<file path="src/rtl/alu_arbiter.sv">
// Round-robin front end that shares one combinational ALU between two requesters,
// holding operands for EXEC_CYCLES and returning a registered result over valid/ready.
module alu_arbiter #(
    parameter int WIDTH       = 32,
    parameter int OPW         = 4,
    parameter int EXEC_CYCLES = 1
) (
    input  logic             clk,
    input  logic             reset,
    input  logic             req0_valid,
    output logic             req0_ready,
    input  logic [WIDTH-1:0] req0_inA,
    input  logic [WIDTH-1:0] req0_inB,
    input  logic [OPW-1:0]   req0_operation,
    output logic             rsp0_valid,
    input  logic             rsp0_ready,
    input  logic             req1_valid,
    output logic             req1_ready,
    input  logic [WIDTH-1:0] req1_inA,
    input  logic [WIDTH-1:0] req1_inB,
    input  logic [OPW-1:0]   req1_operation,
    output logic             rsp1_valid,
    input  logic             rsp1_ready,
    output logic [WIDTH-1:0] rsp_result,
    output logic             rsp_zero,
    output logic [WIDTH-1:0] alu_inA,
    output logic [WIDTH-1:0] alu_inB,
    output logic [OPW-1:0]   alu_operation,
    input  logic [WIDTH-1:0] alu_result,
    input  logic             alu_zero,
    output logic             busy
);

    localparam int CW = (EXEC_CYCLES > 1) ? $clog2(EXEC_CYCLES) : 1;
    localparam logic [CW-1:0] CNT_INIT = CW'(EXEC_CYCLES - 1);

    typedef enum logic [1:0] {
        IDLE = 2'd0,
        EXEC = 2'd1,
        RESP = 2'd2
    } state_t;

    state_t        state;
    state_t        state_next;
    logic          last_grant;
    logic          owner;
    logic [CW-1:0] cnt;
    logic          grant0;
    logic          grant1;
    logic          accept;
    logic          rsp_done;

    // last_grant==1 means requester 1 was served last, so requester 0 wins a tie
    always_comb begin
        grant0 = req0_valid & (~req1_valid | last_grant);
        grant1 = req1_valid & (~req0_valid | ~last_grant);
    end

    always_comb begin
        accept   = (state == IDLE) & (grant0 | grant1);
        rsp_done = (state == RESP) & (owner ? rsp1_ready : rsp0_ready);
    end

    always_ff @(posedge clk or posedge reset) begin
        if (reset) begin
            state <= IDLE;
        end else begin
            state <= state_next;
        end
    end

    always_comb begin
        state_next = state;
        req0_ready = 1'b0;
        req1_ready = 1'b0;
        rsp0_valid = 1'b0;
        rsp1_valid = 1'b0;
        busy       = (state != IDLE);
        case (state)
            IDLE: begin
                req0_ready = grant0;
                req1_ready = grant1;
                if (grant0 | grant1) begin
                    state_next = EXEC;
                end
            end
            EXEC: begin
                if (cnt == '0) begin
                    state_next = RESP;
                end
            end
            RESP: begin
                rsp0_valid = ~owner;
                rsp1_valid = owner;
                if (rsp_done) begin
                    state_next = IDLE;
                end
            end
            default: state_next = IDLE;
        endcase
    end

    // Operands stay on the ALU after the transaction so its inputs do not toggle while idle
    always_ff @(posedge clk or posedge reset) begin
        if (reset) begin
            alu_inA       <= '0;
            alu_inB       <= '0;
            alu_operation <= '0;
            owner         <= 1'b0;
            last_grant    <= 1'b1;
            cnt           <= '0;
            rsp_result    <= '0;
            rsp_zero      <= 1'b0;
        end else begin
            if (accept) begin
                owner         <= grant1;
                alu_inA       <= grant1 ? req1_inA : req0_inA;
                alu_inB       <= grant1 ? req1_inB : req0_inB;
                alu_operation <= grant1 ? req1_operation : req0_operation;
                cnt           <= CNT_INIT;
            end
            if (state == EXEC) begin
                if (cnt != '0) begin
                    cnt <= cnt - 1'b1;
                end else begin
                    rsp_result <= alu_result;
                    rsp_zero   <= alu_zero;
                end
            end
            if (rsp_done) begin
                last_grant <= owner;
            end
        end
    end

endmodule

</file>
<file path="config.mk">
export PLATFORM = sky130hd
export DESIGN_NAME = alu_arbiter
export DESIGN_NICKNAME = d
export VERILOG_FILES = /design/src/rtl/alu_arbiter.sv
export SDC_FILE = /design/constraint.sdc
export NUM_CORES = 1
export LEC_CHECK = 0
export ABC_AREA = 1
export BUFFER_PORTS_ARGS = -buffer_cell sky130_fd_sc_hd__buf_2
export CAP_MARGIN = 0
export CORE_MARGIN = 8
export CORE_UTILIZATION = 40
export CTS_BUF_LIST = sky130_fd_sc_hd__clkbuf_16
export CTS_CLUSTER_SIZE = 8
export DETAILED_ROUTE_END_ITERATION = 8
export GPL_TIMING_DRIVEN = 0
export PLACE_DENSITY = 0.77
export SETUP_SLACK_MARGIN = 0.4
export SLEW_MARGIN = 25
export SYNTH_ARGS = -nofsm -noshare
export SYNTH_HDL_FRONTEND = slang
export SYNTH_SLANG_ARGS = --single-unit
</file>
<file path="constraint.sdc">
create_clock -name clk -period 3.18 [get_ports clk]
set_input_delay 0 -clock clk [delete_from_list [all_inputs] [get_ports clk]]
set_output_delay 0 -clock clk [all_outputs]
set_load 0.02 [all_outputs]
</file>
# Word level (Yosys, flattened, before mapping)
# Cells that the tools add are included.
[totals]
regBits = 106
out_inout_bits = 106
elab_cells = 46
[classes]
add_sub_neg = 1
n_eq_ne = 5
mux = 15
bitwise_logic = 12
reduce_logical = 4
[op_table]
columns = ["operator", "count"]
rows = [
  ["32-bit 2-to-1 mux", 2],
  ["1-bit 2-to-1 mux", 8],
  ["2-bit 2-to-1 mux", 3],
  ["2-bit case mux with 3 select lines", 1],
  ["1-bit inverter", 5],
  ["1-bit bitwise AND", 4],
  ["4-bit 2-to-1 mux", 1],
  ["2-bit != test (second input constant)", 2],
  ["1-bit OR", 3],
  ["3-bit AND reduction", 1],
  ["2-bit by 1-bit equality test with 1-bit output (second input constant)", 1],
  ["2-bit equality test (second input constant)", 1],
  ["2-bit logical NOT", 1],
  ["2-bit by 1-bit != test with 1-bit output (second input constant)", 1],
  ["2-bit AND reduction", 1],
  ["2-bit nonzero test", 1],
  ["1-bit subtractor (second input constant)", 1],
]

# Depth between registers and ports, before layout
[logic_depth]
depth_word = 8
ltp_mapped = 8

# Least setup slack after synthesis
# Ideal clock, no wire load.
[synth_timing]
path_kind = "reg2reg"
from = "register state[0]"
to = "register alu_inB[1]"
setup_ps = 118
arrival_time_ps = 1253
t_required_ps = 3062
path_slack_ps = 1809
path_stages_with_launch = 9
n_path_buf = 2
synth_period_minus_slack_ps = 1371
path_cell_list = "dfrtp_1 -> inv_1 -> nand2_1 -> nor2_4 -> inv_2 -> buf_6 -> buf_6 -> nand2_1 -> nand2_1"
[synth_via]
elab_chain_cells = 2
[synth_lines]
columns = ["item", "line_no", "text"]
rows = [
  ["start, declared", "43", "state_t state;"],
  ["start signal, assigned", "68", "state <= state_next;"],
  ["2-bit logical NOT", "60", "accept = (state == IDLE) & (grant0 | grant1);"],
  ["1-bit bitwise AND", "60", ""],
  ["end signal, assigned", "118", "alu_inB <= grant1 ? req1_inB : req0_inB;"],
  ["end, declared", "27", "output logic [WIDTH-1:0] alu_inB,"],
]
# No other way between the ends.
# A chain may end at the register's enable or synchronous reset.

# Worst setup path in the final report
[layout_timing]
from = "register last_grant"
to = "register alu_inB[18]"
[layout_via]
elab_chain_cells = 5
word_cells_on_any_way = 8
[layout_lines]
columns = ["item", "line_no", "text"]
rows = [
  ["start, declared", "45", "logic last_grant;"],
  ["start signal, assigned", "131", "last_grant <= owner;"],
  ["1-bit inverter", "56", "grant1 = req1_valid & (~req0_valid | ~last_grant);"],
  ["1-bit OR", "56", ""],
  ["1-bit bitwise AND", "56", ""],
  ["1-bit OR", "60", ""],
  ["1-bit bitwise AND", "60", ""],
]
# Parallel ways exist; a longest one is shown, timed or not.

==> out/results.ini <==
[global_routing]
grt-ovfl-total=0
grt_use_met2_pct=44.1
top_usage_layer=met2
met1_usage_pct=27.5
grt_pass1_vias=7077
grt_pass1_wl_mm=35.7
track_usage_pct=25.2
antenna_found_initial=3
met3_usage_pct=7.51
grt_max_degree=32

[synthesis]
synth_cells=761
syn_nets=936
synth_area_leaders=dfrtp_1 (49%), nand2_1 (20%), nand3_1 (16%)
synth_edf_count=0
yosysTopAreaCell=dfrtp_1
synth_top_area_share_pct=48.7
ys_types=18
async_reset_ff_share_pct=100
syn_area_sq_um=5400
yosysWarningCount=0
syn_area_per_cell_sq_um=7.09
ys.flop_type=dfrtp_1
synth-seq-cells=106
seq_area_frac_synth_pct=49.2

[setup_path]
crit_chain=nand2_2 > nand2_1 > buf_2 > buf_4 > nand2_1 > nand3_1 > dlygate4sd3_1 > nand2_1
crit_path_top_delay_cell=dfstp_2
worstSetupPathType=reg2reg
worst_ep_required_time_ns=3.42
cp_slowest_stage_delay_ns=0.55
path_max_fanout=10
crit_path_start_kind=register
arrival_ns=2.61
critPathCaptureType=register
cp_common_cell=nand2_1

[detailed_routing]
dr_total_vias=6785
drc=0
dr.first_iter.drc_count=427
drt_pass1_iterations=9
drt-wirelength-per-cell_um=16.0
viasPerCell=4.85
routed_wl_mm=22.3
ant_nets=0

[layout]
area_growth_pct=66.8
final_nets=1389
finalInstanceArea_sq_um=9010
final_cells=1398
drive_above_1_share_pct=27.5

[placed_design]
dp_hpwl_mm=14.3
placed_area_sq_um=7110
io_buffers=279
place_congestion=0.830
numPlacedInstances=1220

[timing]
hold_violations=0
hold_slack_ns=0.00651
slew_headroom_pct=58.9
setup_viol=0
worst_pin_slew_ns=0.616
maxSlewViolCount=0
max_freq_mhz=422
fin_tns_setup_ns=0
finalWorstPathRequiredPeriod_ns=2.37
finalCritPeriodShare_pct=74.6
rsz0062_at_grt=false
fin_skew_ns=0.00255

[floorplanning]
num_io_pins=281
std_cell_rows=42
start_util_pct=40.9
die_area_sq_um=17500
fp.coreArea_sq_um=13200
die-height_um=132
die_w_um=132

[power_and_ir_drop]
peakVddDrop_uv=424
power.leakage_nw=5.27
p_total_mw=7.65
powerDensity_nw_per_um2=849

[clock_network]
numCtsBuffers=9
cts_tree=yes
cts.path.max_buffers=2
cts_sinks=106
ctsResizeCount=0
cts_root_buffer=clkbuf_16
insertion_delay_ns=0.34
h-tree-depth=3
clk_pin_slew_ns=0.07
holdBufCountCts=159
postCtsSetupRepairBufs=0

[run_status]
status=completed

[run]
cap_violations=0

[min_path]
hp-class=in2reg

## placed cells by master (no fill, tap or decap), types with 2 or more instances in the layout
cell type / n
buf_2: 304
dfrtp_1: 105
clkbuf_1: 11
inv_1: 142
clkinvlp_4: 3
nor2_1: 5
buf_1: 5
dlygate4sd3_1: 159
buf_6: 2
diode_2: 3
buf_12: 3
nand3_1: 170
nor2_2: 2
clkbuf_16: 9
o21ai_0: 3
nand2_1: 282
inv_6: 3
buf_4: 2
## critical path, delay by kind of cell, from the launching register on
kind	cells	cell delay, ns
buffers and inverters	3	1.09
flip-flops	1	0.55
AND/OR/NAND/NOR	5	0.63
## stage by stage
| step | setup slack, ns | utilization (%) |
|---|---|---|
| floorplan | 1.81 | - |
| global placement | 1.17 | 53.2 |
| detailed placement | 1.35 | 53.9 |
| CTS | 0.833 | 68.2 |
| global route | 0.613 | 68.3 |
| finish | 0.808 | 68.3 |
## synthesized netlist by cell type, types with 2 or more instances
master    instances
clkbuf_1         11
buf_4             2
dfrtp_1         105
nor2_1            5
o21ai_0           3
nand2_1         282
buf_1             5
nor2_2            2
buf_6             2
buf_2            25
inv_1           143
nand3_1         170
## state kept, by name (all words and copies together), names as in the netlist
name	flops
last_grant	1
alu_inA	32
owner	1
state	2
cnt	1
alu_inB	32
alu_operation	4
rsp_zero	1
rsp_result	32
## area by class of cell
cell class	count	area (sq um)
antenna	3	7.51
buffer	45	223
clock buffer	9	225
clock inverter	7	76.3
fill	991	4180
inverter	145	548
multi-input combinational	465	1980
sequential	106	2650
tap	176	220
timing repair buffer	442	3080
## path summary, 6_finish.rpt
| path | from | endpoint | slack (ns) | cells after the start |
|---|---|---|---|---|
| worst max-delay path | last_grant | alu_inB[18] | 0.81 | 8 |
| worst min-delay path | req1_inA[1] | alu_inA[1] | 0.007 | 5 |
| worst max register to register | last_grant | alu_inB[18] | 0.81 | 8 |
| worst min register to register | rsp_result[19] | rsp_result[19] | 0.47 | 2 |
| max in group asynchronous | reset | alu_inB[27] | 2.35 | 6 |
| min in group asynchronous | reset | rsp_result[6] | 0.25 | 4 |
## cell families after synthesis
kind of cell           count (synthesis)  share of synthesized area, %
and+or+nand+nor                      462                          36.4
buffers and inverters                190                          14.2
DFF                                  106                          49.2
AOI/OAI and AO/OA                      3                         0.278
## where the power goes
part,switching [mW],internal (mW)
registers,0.386,2.03
logic,2.57,1.52
clock network,0.522,0.618
## metal layers
layer / share of wire, % / vias to the layer above
li1: - / 3198
met3: 8.8 / 75
met1: 38 / 3123
met2: 49 / 387
met4: 3.8 / 2
met5: 0.054 / -
Note: power is estimated with default switching activity, not from simulation.
